<file path="src/rtl/tmrx_err_pkg.sv">
// ============================================================================
// Module      : tmrx_err_pkg
// Description : Shared types and default constants for the TMR voter error
//               collector (FSM state encoding and snapshot record layout).
// Revision    : 1.0 - initial release
// ============================================================================
`default_nettype none

package tmrx_err_pkg;

  // Default configuration of the collector
  localparam int unsigned C_N_SRC = 4;
  localparam int unsigned C_CNT_W = 8;
  localparam int unsigned C_TS_W  = 16;

  // Collector FSM state, explicitly 2 bits wide
  typedef enum logic [1:0] {
    IDLE = 2'd0,
    PEND = 2'd1,
    SEND = 2'd2
  } err_state_e;

  // Snapshot record in the default configuration
  typedef struct packed {
    logic [C_N_SRC-1:0] src;
    logic [C_CNT_W-1:0] cnt;
    logic [C_TS_W-1:0]  tstamp;
  } err_rec_t;

endpackage

`default_nettype wire

</file>
<file path="src/rtl/tmrx_sat_cnt.sv">
// ============================================================================
// Module      : tmrx_sat_cnt
// Description : Width-parameterised saturating incrementer with synchronous
//               clear. nxt_o shows the value the count takes after this cycle
//               if it is not cleared, so a consumer can snapshot the count
//               including the current increment.
// Revision    : 1.0 - initial release
// ============================================================================
`default_nettype none

module tmrx_sat_cnt #(
  parameter int unsigned W = 8
) (
  input  logic         clk_i,
  input  logic         rst_ni,
  input  logic         clr_i,
  input  logic         inc_i,
  output logic [W-1:0] nxt_o
);

  localparam logic [W-1:0] C_MAX = '1;

  logic [W-1:0] r_cnt;
  logic [W-1:0] w_nxt;

  // Increment unless already at the maximum; never wraps
  always_comb begin
    w_nxt = r_cnt;
    if (inc_i && (r_cnt != C_MAX)) begin
      w_nxt = r_cnt + W'(1);
    end
  end

  // Count register; clear wins over increment
  always_ff @(posedge clk_i or negedge rst_ni) begin
    if (!rst_ni) begin
      r_cnt <= '0;
    end else if (clr_i) begin
      r_cnt <= '0;
    end else begin
      r_cnt <= w_nxt;
    end
  end

  assign nxt_o = w_nxt;

endmodule

`default_nettype wire

</file>
<file path="src/rtl/tmrx_err_collector.sv">
// ============================================================================
// Module      : tmrx_err_collector
// Description : Collects TMR voter mismatch flags into sticky per-source bits
//               and a saturating error-cycle count, and presents them to a
//               host as snapshot records on a valid/ready port. irq_o stays
//               high while any error is unreported.
//               Optional feature macro TMRX_ERR_TSTAMP_EN adds a free-running
//               cycle stamp of the first error in each window.
// Revision    : 1.0 - initial release
// ============================================================================
`default_nettype none

module tmrx_err_collector
  import tmrx_err_pkg::*;
#(
  parameter int unsigned N_SRC = C_N_SRC,
  parameter int unsigned CNT_W = C_CNT_W,
  parameter int unsigned TS_W  = C_TS_W
) (
  input  logic             clk_i,
  input  logic             rst_ni,
  input  logic [N_SRC-1:0] err_i,
  input  logic             clr_i,
  output logic             irq_o,
  output logic             rd_valid_o,
  input  logic             rd_ready_i,
  output logic [N_SRC-1:0] rd_src_o,
  output logic [CNT_W-1:0] rd_cnt_o,
  output logic [TS_W-1:0]  rd_tstamp_o
);

  err_state_e       r_state;
  logic [N_SRC-1:0] r_acc_src;
  logic             r_irq;
  logic             r_valid;
  logic [N_SRC-1:0] r_src;
  logic [CNT_W-1:0] r_cnt;

  logic             w_any;
  logic             w_hs;
  logic             w_pend;
  logic [CNT_W-1:0] w_acc_cnt_nxt;

  assign w_any  = |err_i;
  assign w_hs   = r_valid & rd_ready_i;
  assign w_pend = (r_state == PEND);

  // Error-cycle accumulator; emptied when the snapshot is taken or on flush
  tmrx_sat_cnt #(
    .W (CNT_W)
  ) u_acc_cnt (
    .clk_i  (clk_i),
    .rst_ni (rst_ni),
    .clr_i  (clr_i | w_pend),
    .inc_i  (w_any),
    .nxt_o  (w_acc_cnt_nxt)
  );

  // Collector FSM with sticky source accumulator and registered record port
  always_ff @(posedge clk_i or negedge rst_ni) begin
    if (!rst_ni) begin
      r_state   <= IDLE;
      r_acc_src <= '0;
      r_irq     <= 1'b0;
      r_valid   <= 1'b0;
      r_src     <= '0;
      r_cnt     <= '0;
    end else if (clr_i) begin
      r_state   <= IDLE;
      r_acc_src <= '0;
      r_irq     <= 1'b0;
      r_valid   <= 1'b0;
      r_src     <= '0;
      r_cnt     <= '0;
    end else begin
      case (r_state)
        IDLE: begin
          r_acc_src <= r_acc_src | err_i;
          if (w_any) begin
            r_state <= PEND;
            r_irq   <= 1'b1;
          end
        end
        PEND: begin
          // This cycle's flags belong to the record being built
          r_acc_src <= '0;
          r_src     <= r_acc_src | err_i;
          r_cnt     <= w_acc_cnt_nxt;
          r_valid   <= 1'b1;
          r_irq     <= 1'b1;
          r_state   <= SEND;
        end
        SEND: begin
          // Flags seen while a record is presented go to the next window
          r_acc_src <= r_acc_src | err_i;
          if (w_hs) begin
            r_valid <= 1'b0;
            if ((r_acc_src != '0) || w_any) begin
              r_state <= PEND;
            end else begin
              r_state <= IDLE;
              r_irq   <= 1'b0;
            end
          end
        end
        default: begin
          r_state   <= IDLE;
          r_acc_src <= '0;
          r_irq     <= 1'b0;
          r_valid   <= 1'b0;
        end
      endcase
    end
  end

`ifdef TMRX_ERR_TSTAMP_EN
  logic [TS_W-1:0] r_ts_cnt;
  logic [TS_W-1:0] r_acc_ts;
  logic [TS_W-1:0] r_ts;

  // Free-running cycle stamp, wraps modulo 2^TS_W and ignores flushes
  always_ff @(posedge clk_i or negedge rst_ni) begin
    if (!rst_ni) begin
      r_ts_cnt <= '0;
    end else begin
      r_ts_cnt <= r_ts_cnt + TS_W'(1);
    end
  end

  // Stamp of the first error of the window, moved to the record at snapshot
  always_ff @(posedge clk_i or negedge rst_ni) begin
    if (!rst_ni) begin
      r_acc_ts <= '0;
      r_ts     <= '0;
    end else if (clr_i) begin
      r_acc_ts <= '0;
      r_ts     <= '0;
    end else if (w_pend) begin
      r_ts     <= r_acc_ts;
      r_acc_ts <= '0;
    end else if ((r_acc_src == '0) && w_any) begin
      r_acc_ts <= r_ts_cnt;
    end
  end

  assign rd_tstamp_o = r_ts;
`else
  assign rd_tstamp_o = '0;
`endif

  assign irq_o      = r_irq;
  assign rd_valid_o = r_valid;
  assign rd_src_o   = r_src;
  assign rd_cnt_o   = r_cnt;

endmodule

`default_nettype wire

</file>
<file path="config.mk">
export PLATFORM = sky130hd
export DESIGN_NAME = tmrx_err_collector
export DESIGN_NICKNAME = d
export VERILOG_FILES = /design/src/rtl/tmrx_err_pkg.sv /design/src/rtl/tmrx_sat_cnt.sv /design/src/rtl/tmrx_err_collector.sv
export SDC_FILE = /design/constraint.sdc
export NUM_CORES = 1
export LEC_CHECK = 0
export ABC_AREA = 1
export CAP_MARGIN = 20
export CORE_UTILIZATION = 30
export DETAILED_ROUTE_END_ITERATION = 6
export DONT_BUFFER_PORTS = 1
export GPL_ROUTABILITY_DRIVEN = 1
export GPL_TIMING_DRIVEN = 0
export PLACE_DENSITY = 0.45
export SKIP_LAST_GASP = 1
export SLEW_MARGIN = 40
export SYNTH_ARGS = -nofsm -noshare
export SYNTH_HDL_FRONTEND = slang
export SYNTH_SLANG_ARGS = --single-unit
</file>
<file path="constraint.sdc">
create_clock -name clk_i -period 1.6 [get_ports clk_i]
set_input_delay 0.24 -clock clk_i [delete_from_list [all_inputs] [get_ports clk_i]]
set_output_delay 0.24 -clock clk_i [all_outputs]
set_load 0.01 [all_outputs]
</file>
## Word level (Yosys, flattened, before mapping)

Cells that the tools add are included.

- Output and inout bits: 30
- Register bits after elaboration: 28

- Bitwise logic cells: 3
- Equal/unequal tests: 7
- Add/sub/neg operators: 1
- Reductions and logical operators: 10
- Muxes and demuxes: 21

Operator list:

| kind | number |
|---|---|
| 8-bit 2-to-1 mux | 4 |
| 4-bit 2-to-1 mux | 4 |
| 8-bit by 1-bit adder with 8-bit output (second input constant) | 1 |
| 8-bit inequality test (second input constant) | 1 |
| 1-bit 2-to-1 mux | 7 |
| 2-bit 2-to-1 mux | 3 |
| 3-bit inequality test (second input constant) | 2 |
| 1-bit one-hot mux with 3 select lines | 2 |
| 2-bit one-hot mux with 3 select lines | 1 |
| 4-bit OR | 1 |
| 2-bit AND reduction | 2 |
| 4-bit nonzero test | 1 |
| 4-bit OR reduction | 1 |
| 3-bit by 2-bit inequality test with 1-bit output (second input constant) | 1 |
| 3-bit AND reduction | 1 |
| 2-bit by 1-bit == test with 1-bit output (second input constant) | 1 |
| 2-bit == test (second input constant) | 1 |
| 2-bit zero test | 1 |
| 2-bit inequality test (second input constant) | 1 |
| 2-bit nonzero test | 1 |
| 2-bit OR reduction | 1 |
| 1-bit bitwise AND | 1 |
| 1-bit logical AND | 1 |
| 1-bit logical OR | 1 |
| 1-bit OR | 1 |

## Logic depth before layout (Yosys ltp)

- Word-level depth: 6
- Depth in mapped cells: 9

## Modules after synthesis

A second synthesis with hierarchy kept.

- Cells, all modules: 195
- Area total of the unflattened synthesis: 1542.7 µm²

Modules (own cells, without submodules):

| module | area an instance (µm²) | sequential area each (µm²) | cells each | instances |
|---|---|---|---|---|
| tmrx_err_collector | 989.7 | 500.5 | 112 | 1 |
| tmrx_sat_cnt | 553.0 | 200.2 | 83 | 1 |

## Worst setup path before layout

OpenSTA, ideal clock, no wires.

- Kind: reg-to-reg
- From: register u_acc_cnt.r_cnt[0]
- To: register r_cnt[3], in the netlist rd_cnt_o[3]
- Period minus slack after synthesis: 1.310 ns
- Arrival time: 1.193 ns
- Path slack: 0.290 ns
- Data required time: 1.482 ns
- Cell stages (with the launch flop): 10
- Cell sequence: dfrtp_1 > ha_1 > nand2_2 > nor2_4 > nand2_2 > nand2_4 > inv_6 > nand2_1 > nand3_1 > nand2_1

- Longest elaborated chain between the ends: 5
- Elaborated cells on any way between the ends: 6
- Those cells by class: 1 x add/sub; 1 x eq/ne; 3 x mux; 1 x reduce/logical

Ends and longest elaborated chain:

| element | line | source |
|---|---|---|
| start: declaration | tmrx_sat_cnt.sv:23 | `logic [W-1:0] r_cnt;` |
| start signal: assignment | tmrx_sat_cnt.sv:41 | `r_cnt <= w_nxt;` |
| branches (longest 2 deep; another with 8-bit by 1-bit adder with 8-bit output) | - |  |
| 8-bit 2-to-1 mux (*) | tmrx_sat_cnt.sv:29 | `if (inc_i && (r_cnt != C_MAX)) begin` |
| 8-bit 2-to-1 mux (*) | tmrx_err_collector.sv:76 | `case (r_state)` |
| 8-bit 2-to-1 mux (*) | tmrx_err_collector.sv:68 | `end else if (clr_i) begin` |
| end signal: assignment | tmrx_err_collector.sv:88 | `r_cnt <= w_acc_cnt_nxt;` |
| end: declaration | tmrx_err_collector.sv:37 | `logic [CNT_W-1:0] r_cnt;` |

Mark *: on every way between the ends. The select of a mux whose other input is x is not followed.
A chain may end at the register's enable or synchronous reset.

## Worst setup path after layout

Ends and elaborated chain as after synthesis.

==> results.json <==
{
  "outcome": "completed",
  "wl_met3_um": 153,
  "dr.pass1.iters": 4,
  "hold_path_class": "in2reg",
  "final_util_pct": 36.6,
  "clock_latency_ns": 0.27,
  "clk_pin_slew_worst_paths_ns": 0.09,
  "finalCriticalPeriod_ns": 1.45,
  "grt_pass1_wl_um": 4970,
  "ctsRootBufferMaster": "clkbuf_8",
  "grt_use_total_pct": 12.5,
  "detailed_place_hpwl_um": 2140,
  "dp.cells": 253,
  "cp-startpoint": "u_acc_cnt.r_cnt[0]",
  "cpMaxStageDelayCell": "dfrtp_1",
  "cts_buffers": 3,
  "slowest_delay_ns": 0.45,
  "regToRegSetupSlack_ns": 0.15,
  "syn_inst": 186,
  "cp.required_ns": 1.77,
  "synth.ff_latch_count": 28,
  "drc": 0,
  "finClkSkew_ns": 0.00503,
  "coreArea_mm2": 0.00450,
  "drive_gt1_share_pct": 16.5,
  "start_util_pct": 32.3,
  "wl_um": 2910,
  "slew_violations": 0,
  "grt_pass1_vias": 1067,
  "vdd_drop_max_mv": 0.273,
  "min_from": "err_i[0]",
  "dieArea_mm2": 0.00513,
  "top_layer_used": "met4",
  "cts_setup_buffers": 0,
  "ant_nets": 0,
  "finalHoldViolCount": 0,
  "rsz0062_at_grt": "no",
  "holdPathStages": 2,
  "yosysWarnings": 0,
  "io_pins": 38,
  "worstRegToRegCells": 9,
  "path_cells": "ha_1 > nand2_2 > nor2_4 > nand2_2 > nand2_4 > inv_6 > nand2_1 > nand3_1 > nand2_1",
  "wl_per_cell_um": 11.3,
  "avgSynthCellArea_um2": 7.82,
  "most-common-layout-cells": "nand2_1, dfrtp_1, nor2_1, buf_4, conb_1",
  "timing.hold.ws_ns": 0.120,
  "min_period_over_period_pct": 90.9,
  "io_buffers": 0,
  "cap_violations": 0,
  "seq_area_frac_synth_pct": 48.2,
  "fp.dieW_um": 71.6,
  "yosysUniqueCellTypes": 20,
  "start_kind": "flop",
  "reg2reg_from": "u_acc_cnt.r_cnt[0]",
  "wl_met2_um": 1360,
  "wl_met1_um": 1350,
  "leakagePower_uw": 0.000867,
  "antenna_cells": 0,
  "gr-total-overflow": 0,
  "num_rows": 24,
  "drt_iter0_markers": 39,
  "die_y_um": 71.6,
  "htree_levels": 1,
  "final_cells": 258,
  "syn_area_mm2": 0.00146,
  "final_common_cell": "nand2_1",
  "clock_sinks": 28,
  "cp_max_fo": 8,
  "setup_viol": 0,
  "cp-end-kind": "flop",
  "area_delta_synth_final_pct": 13.2,
  "grt_max_degree": 29,
  "path_class": "reg2reg",
  "cts_tree": "yes",
  "clockBufferDepth": 2,
  "fmax_mhz": 688,
  "min_to": "r_acc_src[0]",
  "cp.arrival_ns": 1.62,
  "fin_tns_setup_ns": 0,
  "pwr_density_cell_mw_per_mm2": 853,
  "globalplace.congestion": 0.783,
  "rr_endpoint": "rd_cnt_o[3]",
  "via_count": 1112,
  "viasPerCell": 4.31,
  "fin_nets": 217,
  "cts_hold_buf": 2,
  "antenna_found_initial": 0,
  "cts.repair.resized": 0
}
layout make-up:
cell class | count | area [µm²]
sequential | 28 | 701
tap | 52 | 65.1
inverter | 15 | 61.3
timing repair buffer | 2 | 30.0
multi-input combinational | 141 | 624
clock buffer | 3 | 41.3
fill | 480 | 2860
buffer | 17 | 125
Yosys cell counts:
cell	count	area, µm²
a21o_1	1	7.51
a21oi_1	1	5.00
buf_2	1	5.00
buf_4	16	120
conb_1	1	3.75
dfrtp_1	28	701
ha_1	1	12.5
inv_1	14	52.6
inv_6	1	8.76
nand2_1	59	221
nand2_2	8	50.1
nand2_4	1	11.3
nand3_1	12	60.1
nor2_1	27	101
nor2_2	2	12.5
nor2_4	1	11.3
nor3_1	2	10.0
o21ai_0	7	35.0
xnor2_1	1	8.76
xor2_1	2	17.5
worst max path at each step:
stage / end / slack (ns) / cells after the start
finish: rd_cnt_o[3] / 0.15 / 9
global route: u_acc_cnt.r_cnt[6] / 0.01 / 6
CTS: rd_cnt_o[3] / 0.13 / 9
detailed placement: rd_cnt_o[3] / 0.15 / 9
global placement: rd_cnt_o[3] / 0.16 / 9
floorplan: rd_cnt_o[3] / 0.29 / 9
registers in the layout, indices dropped and copies added, names as in the netlist:
register / count
irq_o: 1
u_acc_cnt.r_cnt: 8
rd_cnt_o: 8
rd_src_o: 4
r_acc_src: 4
r_state: 2
rd_valid_o: 1
routing by layer:
metal / vias to the layer above / global-route usage, %
met5: - / 0
met4: 0 / 4.58
met3: 4 / 2.81
met2: 26 / 20.2
met1: 501 / 16.4
li1: 581 / -
cells by family after synthesis:
| kind of cell | synth area share (%) |
|---|---|
| and+or+nand+nor | 32.8 |
| buffers and inverters | 12.8 |
| DFF | 48.2 |
| AOI/OAI and AO/OA | 3.27 |
| xor gates and xnor gates | 1.81 |
| adders and majority gates | 0.860 |
| other | 0.258 |
where the power goes:
group / internal [µW] / switching [µW] / leakage [µW]
sequential: 756 / 50.8 / 0.000377
clock: 169 / 214 / 0.0000216
combinational: 79.9 / 135 / 0.000468
total: 1000 / 400 / 0.000867
per-stage QoR:
stage               power (µW)  instance area (µm²)  worst slack (ns)
floorplan                  975                 1510             0.290
global placement          1010                 1580             0.155
detailed placement        1020                 1580             0.147
CTS                       1420                 1650             0.132
global route              1490                 1650            0.0101
finish                    1400                 1650             0.146
critical path: cells and delay by family (launching register included):
kind	cells	cell delay [ns]
buffers and inverters	1	0.12
adders and majority gates	1	0.26
DFF	1	0.45
and+or+nand+nor	7	0.51
No activity file was read; power rests on OpenSTA's default activity.
==> variant: new RTL, same flow settings <==
Re-encode `err_state_e` (3 states) as one-hot, 3 bits wide.
--- a/src/rtl/tmrx_err_pkg.sv
+++ b/src/rtl/tmrx_err_pkg.sv
@@ -14,10 +14,10 @@
   localparam int unsigned C_TS_W  = 16;
 
   // Collector FSM state, explicitly 2 bits wide
-  typedef enum logic [1:0] {
-    IDLE = 2'd0,
-    PEND = 2'd1,
-    SEND = 2'd2
+  typedef enum logic [2:0] {
+    IDLE = 3'b001,
+    PEND = 3'b010,
+    SEND = 3'b100
   } err_state_e;
 
   // Snapshot record in the default configuration
Function: same outputs for any inputs over 10 cycles, from zero or initial values and one cycle with rst_ni low; not proved beyond that.
==> variant against the original RTL <==
Design area up 13%; sequential cell count up 1; critical path depth unchanged; non-clock buffer count unchanged; wire length up 9.5%; power up 52%; worst setup slack worse by 0.019 ns; via count up 7.9%; synthesized area up 8.3%; cell count up 16%; critical path type unchanged; largest cell class unchanged; largest power group unchanged; highest routed layer unchanged.
==> variant: results (changes against the original RTL) <==
status=completed; Finished Core Util=0.368 (+0.00251); VDD IR-drop max=0.513 mV (+88%); clock group power=0.812 mW (+110%); PwrDens=1150 nW/um^2 (+34%); Reg-to-Reg End=rd_cnt_o[7]$_DFFE_PN0N_; Num CTS Buffers=5 (+2); Hold EP=r_state[1]$_DFFE_PN0P_; final WL=3.19 mm (+9.5%); Met2 Routed Length=1.44 mm (+5.6%); Clk Latency, worst-skew pair=0.29 ns (+0.02 ns); first-pass GRT wire length=5.53 mm (+11%); Via density=4.00 (-7.2%); Place WS=0.118 ns (-0.0291 ns); detailed placement HPWL=2.34 mm (+9.4%); Seq. pwr=0.934 mW (+16%); P_leak=1.02 nW (+18%); DP Area=1720 um^2 (+9.0%); hold_sp=clr_i; fin nets=238 (+9.7%); sequential element share of the synthesized area=0.461 (-0.0200); hold path depth=1 (-1); Sw Share=0.301 (+0.0168); Inst Count DP=290 (+15%); vias in the first global route=1,156 (+8.3%); worst reg2reg setup slack=0.13 ns (-0.02 ns); Initial DRC Count=46 (+18%); share of layout cells above drive strength 1=0.191 (+0.0263)
-- variant: cell count changes after synthesis, sizes merged --
cell    change
a21o        -1
a21oi       +1
dfstp       +1
inv         +8
nand2       +8
nand3       +5
nand3b      +1
nand4       +3
nor2        -4
o21ai       -2
xor2        -1
-- variant: logic make-up after synthesis --
kind of cell | after synthesis | share of synthesized area
and+or+nand+nor | 125 | 0.357
AOI/OAI and AO/OA | 7 | 0.0222
adders and majority gates | 1 | 0.00794
buffers and inverters | 40 | 0.137
other | 1 | 0.00238
DFF | 29 | 0.461
xor gates and xnor gates | 2 | 0.0111
-- variant: cell type report --
cell class                 count  share of cell area
buffer                        17              0.0683
inverter                      23              0.0475
clock buffer                   6              0.0442
timing repair buffer           2              0.0161
tap                           70              0.0469
clock inverter                 2              0.0201
sequential                    29               0.389
multi-input combinational    151               0.368
-- variant: repair_timing --
action                                  in CTS  in global routing
hold endpoints to repair                    29                  0
hold buffers                                 2                  0
endpoints found under the setup margin       0                  0
